File: config.mk
export PLATFORM = sky130hd
export DESIGN_NAME = clz_arbiter_flat
export DESIGN_NICKNAME = d
export VERILOG_FILES = /design/src/rtl/clz_arbiter_if.sv /design/src/rtl/clz_arbiter.sv /design/src/flat_wrapper.sv
export SDC_FILE = /design/constraint.sdc
export NUM_CORES = 1
export LEC_CHECK = 0
export BUFFER_PORTS_ARGS = -buffer_cell sky130_fd_sc_hd__clkbuf_2
export CAP_MARGIN = 20
export CORE_MARGIN = 5
export CORE_UTILIZATION = 40
export DETAILED_ROUTE_END_ITERATION = 12
export GPL_TIMING_DRIVEN = 0
export PLACE_DENSITY = 0.66
export SETUP_SLACK_MARGIN = 0.1
export SLEW_MARGIN = 40
export SYNTH_ARGS = -nofsm -noshare
export SYNTH_HDL_FRONTEND = slang
export SYNTH_SLANG_ARGS = --single-unit
File: constraint.sdc
create_clock -name clk -period 3.9 [get_ports clk]
set_input_delay 0.195 -clock clk [delete_from_list [all_inputs] [get_ports clk]]
set_output_delay 0.195 -clock clk [all_outputs]
set_load 0.05 [all_outputs]
File: src/rtl/clz_arbiter_if.sv
// Request/response bundle between the requesters and the shared CLZ unit.
// The master side issues operands; the slave side (clz_arbiter) grants them and returns counts.
interface clz_arbiter_if #(
  parameter int NREQ = 2
);
  logic [NREQ-1:0]    req_valid;
  logic [NREQ*32-1:0] req_data;
  logic [NREQ-1:0]    req_ready;
  logic [NREQ-1:0]    rsp_valid;
  logic [5:0]         rsp_count;
  logic               busy;

  modport master (
    output req_valid,
    output req_data,
    input  req_ready,
    input  rsp_valid,
    input  rsp_count,
    input  busy
  );

  modport slave (
    input  req_valid,
    input  req_data,
    output req_ready,
    output rsp_valid,
    output rsp_count,
    output busy
  );
endinterface

File: src/rtl/clz_arbiter.sv
// Round-robin arbiter that shares one count-leading-zeros datapath between NREQ
// requesters through a two-stage pipeline, routing each count back to its issuer.
module clz_arbiter #(
  parameter int NREQ = 2,
  parameter int IDW  = $clog2(NREQ)
) (
  input  logic         clk,
  input  logic         resetn,
  clz_arbiter_if.slave bus
);

  generate
    if (NREQ < 2 || NREQ > 4) begin : g_bad_nreq
      $error("clz_arbiter: NREQ must be in 2..4");
    end
    if (IDW != $clog2(NREQ)) begin : g_bad_idw
      $error("clz_arbiter: IDW must equal clog2(NREQ)");
    end
  endgenerate

  // Requester index arithmetic modulo NREQ; base is always < NREQ, off <= NREQ.
  function automatic logic [IDW-1:0] wrap_add(input logic [IDW-1:0] base, input int off);
    int sum;
    sum = int'(base) + off;
    if (sum >= NREQ) begin
      sum = sum - NREQ;
    end else begin
      sum = sum + 0;
    end
    return sum[IDW-1:0];
  endfunction

  // Binary-search leading-zero count; a zero operand reports the full width.
  function automatic logic [5:0] clz32(input logic [31:0] v);
    logic [31:0] x;
    logic [4:0]  n;
    x = v;
    n = 5'd0;
    if (x[31:16] == 16'd0) begin
      n[4] = 1'b1;
      x    = {x[15:0], 16'd0};
    end else begin
      n[4] = 1'b0;
    end
    if (x[31:24] == 8'd0) begin
      n[3] = 1'b1;
      x    = {x[23:0], 8'd0};
    end else begin
      n[3] = 1'b0;
    end
    if (x[31:28] == 4'd0) begin
      n[2] = 1'b1;
      x    = {x[27:0], 4'd0};
    end else begin
      n[2] = 1'b0;
    end
    if (x[31:30] == 2'd0) begin
      n[1] = 1'b1;
      x    = {x[29:0], 2'd0};
    end else begin
      n[1] = 1'b0;
    end
    if (x[31] == 1'b0) begin
      n[0] = 1'b1;
    end else begin
      n[0] = 1'b0;
    end
    if (v == 32'd0) begin
      return 6'd32;
    end else begin
      return {1'b0, n};
    end
  endfunction

  logic [IDW-1:0]  rr_ptr_q,    rr_ptr_d;
  logic            s1_valid_q,  s1_valid_d;
  logic [IDW-1:0]  s1_id_q,     s1_id_d;
  logic [31:0]     s1_op_q,     s1_op_d;
  logic [NREQ-1:0] rsp_valid_q, rsp_valid_d;
  logic [5:0]      s2_cnt_q,    s2_cnt_d;
  logic            busy_q,      busy_d;

  logic            grant_vld_s;
  logic [IDW-1:0]  grant_id_s;
  logic [NREQ-1:0] grant_oh_s;
  logic [NREQ-1:0] s1_oh_s;

  // Round-robin search starting at rr_ptr; the first valid requester wins.
  always_comb begin
    grant_vld_s = 1'b0;
    grant_id_s  = '0;
    for (int k = 0; k < NREQ; k++) begin
      if (!grant_vld_s && bus.req_valid[wrap_add(rr_ptr_q, k)]) begin
        grant_vld_s = 1'b1;
        grant_id_s  = wrap_add(rr_ptr_q, k);
      end else begin
        grant_vld_s = grant_vld_s;
      end
    end
  end

  // One-hot forms of the current grant and of the stage-1 owner.
  always_comb begin
    grant_oh_s = '0;
    s1_oh_s    = '0;
    if (grant_vld_s) begin
      grant_oh_s[grant_id_s] = 1'b1;
    end else begin
      grant_oh_s = '0;
    end
    if (s1_valid_q) begin
      s1_oh_s[s1_id_q] = 1'b1;
    end else begin
      s1_oh_s = '0;
    end
  end

  // Grant is suppressed while reset is held so nothing is handshaken mid-reset.
  assign bus.req_ready = resetn ? grant_oh_s : '0;

  // Pipeline next state: stage 1 captures the granted operand, stage 2 the count.
  always_comb begin
    s1_valid_d  = grant_vld_s;
    s1_id_d     = s1_id_q;
    s1_op_d     = s1_op_q;
    rr_ptr_d    = rr_ptr_q;
    s2_cnt_d    = s2_cnt_q;
    rsp_valid_d = s1_oh_s;
    busy_d      = grant_vld_s | s1_valid_q;
    if (grant_vld_s) begin
      s1_id_d  = grant_id_s;
      s1_op_d  = bus.req_data[{grant_id_s, 5'd0} +: 32];
      rr_ptr_d = wrap_add(grant_id_s, 1);
    end else begin
      rr_ptr_d = rr_ptr_q;
    end
    if (s1_valid_q) begin
      s2_cnt_d = clz32(s1_op_q);
    end else begin
      s2_cnt_d = s2_cnt_q;
    end
  end

  // State registers; reset discards anything in flight.
  always_ff @(posedge clk or negedge resetn) begin
    if (!resetn) begin
      rr_ptr_q    <= '0;
      s1_valid_q  <= 1'b0;
      s1_id_q     <= '0;
      s1_op_q     <= 32'd0;
      rsp_valid_q <= '0;
      s2_cnt_q    <= 6'd0;
      busy_q      <= 1'b0;
    end else begin
      rr_ptr_q    <= rr_ptr_d;
      s1_valid_q  <= s1_valid_d;
      s1_id_q     <= s1_id_d;
      s1_op_q     <= s1_op_d;
      rsp_valid_q <= rsp_valid_d;
      s2_cnt_q    <= s2_cnt_d;
      busy_q      <= busy_d;
    end
  end

  assign bus.rsp_valid = rsp_valid_q;
  assign bus.rsp_count = s2_cnt_q;
  assign bus.busy      = busy_q;

endmodule
File: src/flat_wrapper.sv
// flat-port wrapper written by rule: the top's interface ports become plain ports
module clz_arbiter_flat 
#(
  parameter int NREQ = 2,
  parameter int IDW  = $clog2(NREQ)
)
  (clk, resetn, bus_req_valid, bus_req_data, bus_req_ready, bus_rsp_valid, bus_rsp_count, bus_busy);
  clz_arbiter_if #(.NREQ(NREQ)) bus_i ();
  input  logic clk;
  input  logic resetn;
  input wire logic [$bits(bus_i.req_valid)-1:0] bus_req_valid;
  input wire logic [$bits(bus_i.req_data)-1:0] bus_req_data;
  output wire logic [$bits(bus_i.req_ready)-1:0] bus_req_ready;
  output wire logic [$bits(bus_i.rsp_valid)-1:0] bus_rsp_valid;
  output wire logic [$bits(bus_i.rsp_count)-1:0] bus_rsp_count;
  output wire logic [$bits(bus_i.busy)-1:0] bus_busy;
  assign bus_i.req_valid = bus_req_valid;
  assign bus_i.req_data = bus_req_data;
  assign bus_req_ready = bus_i.req_ready;
  assign bus_rsp_valid = bus_i.rsp_valid;
  assign bus_rsp_count = bus_i.rsp_count;
  assign bus_busy = bus_i.busy;
  clz_arbiter #(.NREQ(NREQ), .IDW(IDW)) u_core (.clk(clk), .resetn(resetn), .bus(bus_i));
endmodule
# [Yosys cells after proc, flatten, opt, wreduce, memory -nomap -nowiden]
# Cells that the tools add are included.
[classes] n_addsub=5 magnitude_cmp=9 n_shift=1 mux=32 bitwise=1 reduce_logical=9
[ops] cell="32-bit two-way mux" count=8
[ops] cell="64-bit by 7-bit indexed part select with 32-bit output" count=1
[ops] cell="32-bit zero test" count=1
[ops] cell="1-bit two-way mux" count=18
[ops] cell="16-bit zero test" count=1
[ops] cell="8-bit zero test" count=1
[ops] cell="1-bit by 2-bit < comparator with 1-bit output, second input constant" count=4
[ops] cell="2-bit two-way mux" count=3
[ops] cell="6-bit two-way mux" count=1
[ops] cell="1-bit by 1-bit adder with 2-bit output, second input constant" count=2
[ops] cell="2-bit >= comparator, second input constant" count=2
[ops] cell="4-bit zero test" count=1
[ops] cell="1-bit logical AND" count=3
[ops] cell="1-bit subtractor, second input constant" count=3
[ops] cell="1-bit demux with 1-bit select" count=2
[ops] cell="1-bit >= comparator, second input constant" count=2
[ops] cell="1-bit by 2-bit >= comparator with 1-bit output, second input constant" count=1
[ops] cell="2-bit zero test" count=1
[ops] cell="1-bit zero test" count=1
[ops] cell="1-bit OR" count=1
[word_totals] reg_bits=44 inputBits=68 out_inout_bits=11 elab_cells=64

# [Depth between registers and ports, before layout]
# Gate-level depths: netlist (run 1).
[logic_depth] word_depth=14 mapped_depth=7 mapped_depth_nobuf=7

# [Worst setup path before layout (run 1)]
# OpenSTA, ideal clock, no wires.
[synth_timing] kind="flip-flop to flip-flop" startpoint="register u_core.s1_op_q[29]" endpoint="register u_core.s2_cnt_q[1] (netlist: u_core.bus.rsp_count[1])" setup_time_ns=0.121 arrival_time_ns=2.677 required_time_ns=3.779 path_slack_ns=1.102 path_stages_with_launch=8 n_path_buf=0 synth_period_minus_slack_ns=2.798 cell_sequence="dfrtp_1 -> or4_4 -> or4_4 -> nor3_4 -> mux2i_1 -> a21boi_0 -> a21oi_1 -> a22o_1"
[synth_between] elab_chain_len=12 word_cells_on_any_way=13 classes_between="mux: 8; reduce/logical: 5"
[synth_rtl] item="start: declaration" line_no="clz_arbiter.sv:78" rtl="logic [31:0] s1_op_q, s1_op_d;"
[synth_rtl] item="start signal: assignment" line_no="clz_arbiter.sv:158" rtl="s1_op_q <= s1_op_d;"
[synth_rtl] item="16-bit zero test" line_no="clz_arbiter.sv:39" rtl="if (x[31:16] == 16'd0) begin"
[synth_rtl] item="32-bit two-way mux" line_no="clz_arbiter.sv:39"
[synth_rtl] item="32-bit two-way mux" line_no="clz_arbiter.sv:137" rtl="if (s1_valid_q) begin"
[synth_rtl] item="8-bit zero test" line_no="clz_arbiter.sv:45" rtl="if (x[31:24] == 8'd0) begin"
[synth_rtl] item="32-bit two-way mux" line_no="clz_arbiter.sv:45"
[synth_rtl] item="32-bit two-way mux" line_no="clz_arbiter.sv:137"
[synth_rtl] item="4-bit zero test" line_no="clz_arbiter.sv:51" rtl="if (x[31:28] == 4'd0) begin"
[synth_rtl] item="32-bit two-way mux" line_no="clz_arbiter.sv:51"
[synth_rtl] item="32-bit two-way mux" line_no="clz_arbiter.sv:137"
[synth_rtl] item="2-bit zero test" line_no="clz_arbiter.sv:57" rtl="if (x[31:30] == 2'd0) begin"
[synth_rtl] item="1-bit two-way mux" line_no="clz_arbiter.sv:57"
[synth_rtl] item="6-bit two-way mux (*)" line_no="clz_arbiter.sv:68" rtl="if (v == 32'd0) begin"
[synth_rtl] item="end signal: assignment" line_no="clz_arbiter.sv:160" rtl="s2_cnt_q <= s2_cnt_d;"
[synth_rtl] item="end: declaration" line_no="clz_arbiter.sv:80" rtl="logic [5:0] s2_cnt_q, s2_cnt_d;"
# Mark *: on every way between the ends. The rest lies on a longest branch, timed or not. The select of a mux whose other input is x is not followed.
# A chain may end at the register's enable or synchronous reset.

# [Worst setup path after layout (run 1)]
# Same ends and word-level chain as after synthesis.

==> impl_metrics.yaml, run 1 <==
drt:
  drt_iter0_drc: 117
  via_per_inst: 5.168
  routedWlPerCell_um: 14.83
  dr.pass1.iters: 4
  drc: 0
  route.final.wire_length_um: 5755
  dr_total_vias: 2005
  detail-route-antenna-nets: 0
sta:
  fin_crit_ps: 3171
  setup_viol: 0
  fin_crit_sh: 0.8131
  rsz0062_at_grt: "false"
  slew-limit-headroom: 0.5306
  clock_skew_ps: 5.573
  whs_ps: 124.6
  final.setup.tns_ps: 0
  worst_slew_pin_slew_ps: 697.7
  timing.final.ws_setup_ps: 728.9
  finalMaxSlewViolations: 0
  final_hold_viol_count: 0
  max_freq_mhz: 315.4
global_routing:
  met2_usage: 0.2669
  use_met3: 0.03939
  grt_max_degree: 47
  grt.busiest_layer: "met2"
  antenna_found_initial: 0
  grt_pass1_wl_um: 9715
  grt_use_met1: 0.2252
  grtUsageTotal: 0.1654
  overflow: 0
  grt_pass1_vias: 2065
worst_hold_path:
  hold_class: "primary input to flip-flop"
  hold_depth: 2
flow_run:
  maxCapViolCount: 0
finish:
  multi_input_area_um2: 1126
  drive_gt1_frac: 0.3101
  areaGrowthSynthToFinish_pct: 24.56
  antenna_cells: 0
  final_core_util: 0.5142
  nets: 386
  fillCellCount: 535
  regArea_um2: 1101
  final_cells: 388
  design_area_um2: 2849
power:
  leakage_nw: 1.449
  clock_power_share: 0.248
  seqPwrFrac: 0.529
  p_sw_mw: 0.3103
  power.density_nw_per_um2: 361.0
  power.internal_mw: 0.7183
  sw_frac_of_total: 0.3017
  comb_power_share: 0.223
  vdd_drop_max_mv: 0.1539
  power_mw: 1.029
clocking:
  cts.htree.levels: 2
  cts_resized: 0
  clkSinkCount: 44
  cts_buffer_depth: 2
  insertion_delay_ps: 290
  clk_pin_slew_ps: 80
  cts_made_buffers: 5
  cts_tree: "yes"
  root_buffer: "clkbuf_8"
outcome:
  status: "finished, final reports clean"
place:
  place_area_um2: 2770
  portBuffers: 78
  placedCellCount: 382
  dp_hpwl_um: 4610
  gp_congestion: 0.8655
  place_ws_ps: 794.8
setup_path:
  critPathArrivalTime_ps: 3350
  crit_path_end_kind: "flip-flop"
  path_max_fanout: 9
  critPathKind: "flip-flop to flip-flop"
  cp-start-kind: "flip-flop"
  crit_required_ps: 4080
  worst_r2r_path_depth: 7
synth:
  synth_top_area_frac: 0.4814
  avgSynthCellArea_um2: 9.859
  ys.flop_type: "dfrtp_1"
  synth_area_leaders: "dfrtp_1, mux2i_1, a21oi_1"
  synth_edf_count: 0
  ys_ff_latch: 44
  async_flop_share: 1.000
  yosysMostFrequentCell: "nor2_1"
  synth_common_cells: "nor2_1, dfrtp_1, a21oi_1"
  netlist_instances: 232
  yosysWarnings: 0
  yosys.cell_types.count: 38
  ys_seq_area_frac: 0.4814
  syn_area_um2: 2287
  syn_nets: 300
  synth.largest_area_cell: "dfrtp_1"
die:
  die_w_um: 85.62
  core_area_um2: 5540
  dieArea_um2: 7330
  start_util: 0.4128
  io_pins: 79
  rows: 27
  die_h_um: 85.62
-- state kept, by name, summed over array words and instances, names as in the netlist --
| name | cells |
|---|---|
| u_core.s1_op_q | 32 |
| u_core.bus.rsp_count | 6 |
| u_core.bus.rsp_valid | 2 |
| u_core.bus.busy | 1 |
| u_core.rr_ptr_q | 1 |
| u_core.s1_id_q | 1 |
| u_core.s1_valid_q | 1 |
-- timing repair --
action | CTS | global route
buffers inserted | 0 | 0
hold buffers | 1 | 0
endpoints found under the hold margin | 44 | 0
-- worst max-delay path, cell delays in order (launching register included) --
cell and delay (ps):
dfrtp_1 430, or4_4 570, or4_4 480, nor3_4 390, mux2i_1 470, a21boi_0 390
a21oi_1 110, a22o_1 210
-- area by class of cell --
cell class              instances  area share
flip-flops and latches         44      0.3865
repair buffers                 79      0.1414
well taps                      72     0.03162
clock buffers                   5     0.02415
multi-input cells             174      0.3953
inverters                       3    0.003953
plain buffers                  11     0.01713
-- routing by layer --
metal,up-vias,routed length [um]
met1,932,2607
met3,7,320
met4,0,66
met2,56,2761
met5,-,0
li1,1010,-
-- power by group through the flow --
stage          logic [mW]  registers [mW]  clock network, mW
2_1_floorplan       0.130           0.563                  0
4_1_cts             0.233           0.544              0.263
5_1_grt             0.256           0.550              0.283
3_5_place_dp        0.232           0.553                  0
3_3_place_gp        0.227           0.552                  0
6_report            0.229           0.544              0.255
-- logic make-up (layout without fill, tap and decap cells) --
group	after synthesis	count (layout)	synth area share
DFF	44	44	0.4814
and+or+nand+nor	76	76	0.1548
muxes	35	35	0.1537
AOI/OAI and AO/OA	63	63	0.1838
buffers and inverters	14	98	0.02626
-- placed cells by master, fill, tap and decap left out, drive strengths merged --
cell,instances
clkbuf,91
or2,1
dlygate4sd3,1
nand4,1
a221o,1
or3,2
a21boi,1
o21ai,3
a31o,1
nand3,3
nor3,2
a21bo,1
a41oi,2
mux2i,34
a22oi,1
nor2,48
buf,3
a21oi,36
o2bb2ai,2
dfrtp,44
a311oi,2
a22o,2
and3,4
mux2,1
or4,3
o41ai,2
o221ai,2
a31oi,1
inv,3
a21o,6
nand2,7
nor4,4
and2,1
-- path summary, 6_finish.rpt --
path | from | to | slack, ps
setup reg to reg | u_core.s1_op_q[29] | u_core.bus.rsp_count[1] | 730
hold / removal | bus_req_valid[0] | u_core.s1_id_q | 120
min in group asynchronous | resetn | u_core.bus.busy | 470
setup / recovery | u_core.s1_op_q[29] | u_core.bus.rsp_count[1] | 730
max in group asynchronous | resetn | u_core.s1_op_q[1] | 3010
hold reg to reg | u_core.s1_id_q | u_core.bus.rsp_valid[0] | 420
(Power assumes the default switching activity.)
==> run 2: changes to the inputs <==
Settings changed: PLACE_DENSITY 0.66 to 0.69.
Clock period 3.9 ns to 2.7 ns, I/O delays scaled along.
==> run 2 against run 1 <==
The flow now finishes with violations (negative setup slack); via count rose by 3.8%; non-clock buffer count rose by 8; clock-buffer cell count rose by 3; first-iteration DRC count rose by 41%; final cell count rose by 2.8%; final area rose by 4.9%; die area did not move; setup slack got worse by 790 ps; register-to-register slack got worse by 790 ps; hold slack got worse by 56 ps.
==> impl_metrics.yaml, run 2 (synthesis gave the netlist of run 1 again) <==
setup_path:
  crit_buf_inv: 1
  worst_r2r_path_depth: 8
  critPathKind: "flip-flop to flip-flop"
  rrSetupSlack_ps: -60
  regToRegStartpoint: "u_core.s1_op_q[29]"
  cp.depth: 8
  crit_path_end_kind: "flip-flop"
  critPathArrivalTime_ps: 2910
  r2r-end: "u_core.bus.rsp_count[0]"
  worstSetupEndpoint: "u_core.bus.rsp_count[0]"
  cp-start-kind: "flip-flop"
  critical_path.max_stage_delay_ps: 560
  slowest_stage: "or4_4"
  worstSetupStartpoint: "u_core.s1_op_q[29]"
  cp_cell_sequence: "or4_4, or4_4, nor3_4, mux2i_4, buf_4, a31oi_1, o221ai_1, a22oi_2"
  worst_path_dominant_cell_family: "simple AND/OR/NAND/NOR gates"
  path_max_fanout: 4
  crit_path_frequent_cell: "or4_4"
  crit_required_ps: 2860
global_routing:
  overflow: 0
  grtUsageTotal: 0.1652
  grt_pass1_vias: 2110
  antenna_found_initial: 0
  grt_max_degree: 47
  grt_pass1_wl_um: 9770
drt:
  detail-route-antenna-nets: 0
  dr_total_vias: 2081
  via_per_inst: 5.216
  drc: 0
  drt_iter0_drc: 165
  routedWlPerCell_um: 14.88
  dr.pass1.iters: 4
  route.final.wire_length_um: 5939
finish:
  drive_gt1_frac: 0.3456
  antenna_cells: 0
  top_register: "u_core.s1_op_q"
  areaGrowthSynthToFinish_pct: 30.63
  final_cells: 399
  final_cell_mix: "clkbuf_2, nor2_1, dfrtp_1, a21oi_1, mux2i_1"
  final_common_cell: "clkbuf_2"
  final_core_util: 0.5393
  largest_register_ff_count: 32
  design_area_um2: 2988
  nets: 394
place:
  gp_congestion: 0.9139
  portBuffers: 78
  placedCellCount: 382
  place_ws_ps: -274.1
  dp_hpwl_um: 4564
  place_area_um2: 2778
sta:
  final_hold_viol_count: 0
  fin_crit_ps: 2757
  finalMaxSlewViolations: 0
  max_freq_mhz: 362.8
  final.setup.tns_ps: -56.59
  whs_ps: 68.76
  timing.final.ws_setup_ps: -56.59
  rsz0062_at_grt: "true"
  clock_skew_ps: 9.360
  worst_slew_pin_slew_ps: 706.3
  setup_viol: 1
  fin_crit_sh: 1.021
  slew-limit-headroom: 0.5291
die:
  io_pins: 79
  dieArea_um2: 7330
  die_h_um: 85.62
  die_w_um: 85.62
  rows: 27
  start_util: 0.4128
  core_area_um2: 5540
outcome:
  violations: "negative setup slack"
  status: "complete, but fails checks"
clocking:
  cts_buffer_depth: 2
  insertion_delay_ps: 290
  clk_pin_slew_ps: 80
  cts_made_buffers: 5
  cts.htree.levels: 2
  cts_tree: "yes"
  root_buffer: "clkbuf_8"
  clkSinkCount: 44
worst_hold_path:
  hold_class: "primary input to flip-flop"
power:
  power.density_nw_per_um2: 522.2
  power_mw: 1.560
  vdd_drop_max_mv: 0.2095
  leakage_nw: 1.514
flow_run:
  maxCapViolCount: 0
==> run 2: layout make-up <==
type / instances / area (um^2)
clock buffer: 8 / 90.09
inverter: 3 / 11.26
tap: 72 / 90.09
sequential: 44 / 1101
buffer: 11 / 48.80
fill: 524 / 2552
timing repair buffer: 87 / 462.9
multi-input combinational: 174 / 1184
==> run 2: timing repair <==
item,4_1_cts,5_1_grt
resized for setup,5,2
hold endpoints to repair,44,0
setup endpoints to repair,4,4
hold buffers,1,0
buffers inserted,4,4
pin swaps,2,0
==> run 2: worst min path at each step <==
stage,from,end,slack (ps),cells after the start
CTS,bus_req_valid[0],u_core.s1_id_q,70,2
floorplan,resetn,u_core.bus.busy,-160,0
finish,bus_req_valid[0],u_core.s1_id_q,70,2
global placement,bus_req_valid[0],u_core.s1_id_q,370,2
detailed placement,resetn,u_core.s1_op_q[5],210,1
global route,bus_req_valid[0],u_core.bus.busy,80,2
==> run 2: power by group <==
part,total [mW],switching [mW],internal (mW)
Sequential,0.785,0.0575,0.728
Combinational,0.358,0.202,0.156
Clock,0.417,0.208,0.209
==> run 2: worst register-to-register path, stage by stage (launching register included) <==
cell,delay [ps]
dfrtp_1,390
or4_4,560
or4_4,490
nor3_4,290
mux2i_4,310
buf_4,160
a31oi_1,80
o221ai_1,270
a22oi_2,70
==> run 2: routing by layer <==
layer / vias to the layer above / part of all wire / track usage
met4: 0 / 0.0098 / 0.04029
met2: 78 / 0.49 / 0.2804
li1: 1029 / - / -
met3: 6 / 0.065 / 0.02690
met1: 968 / 0.43 / 0.2207
met5: - / 0 / 0
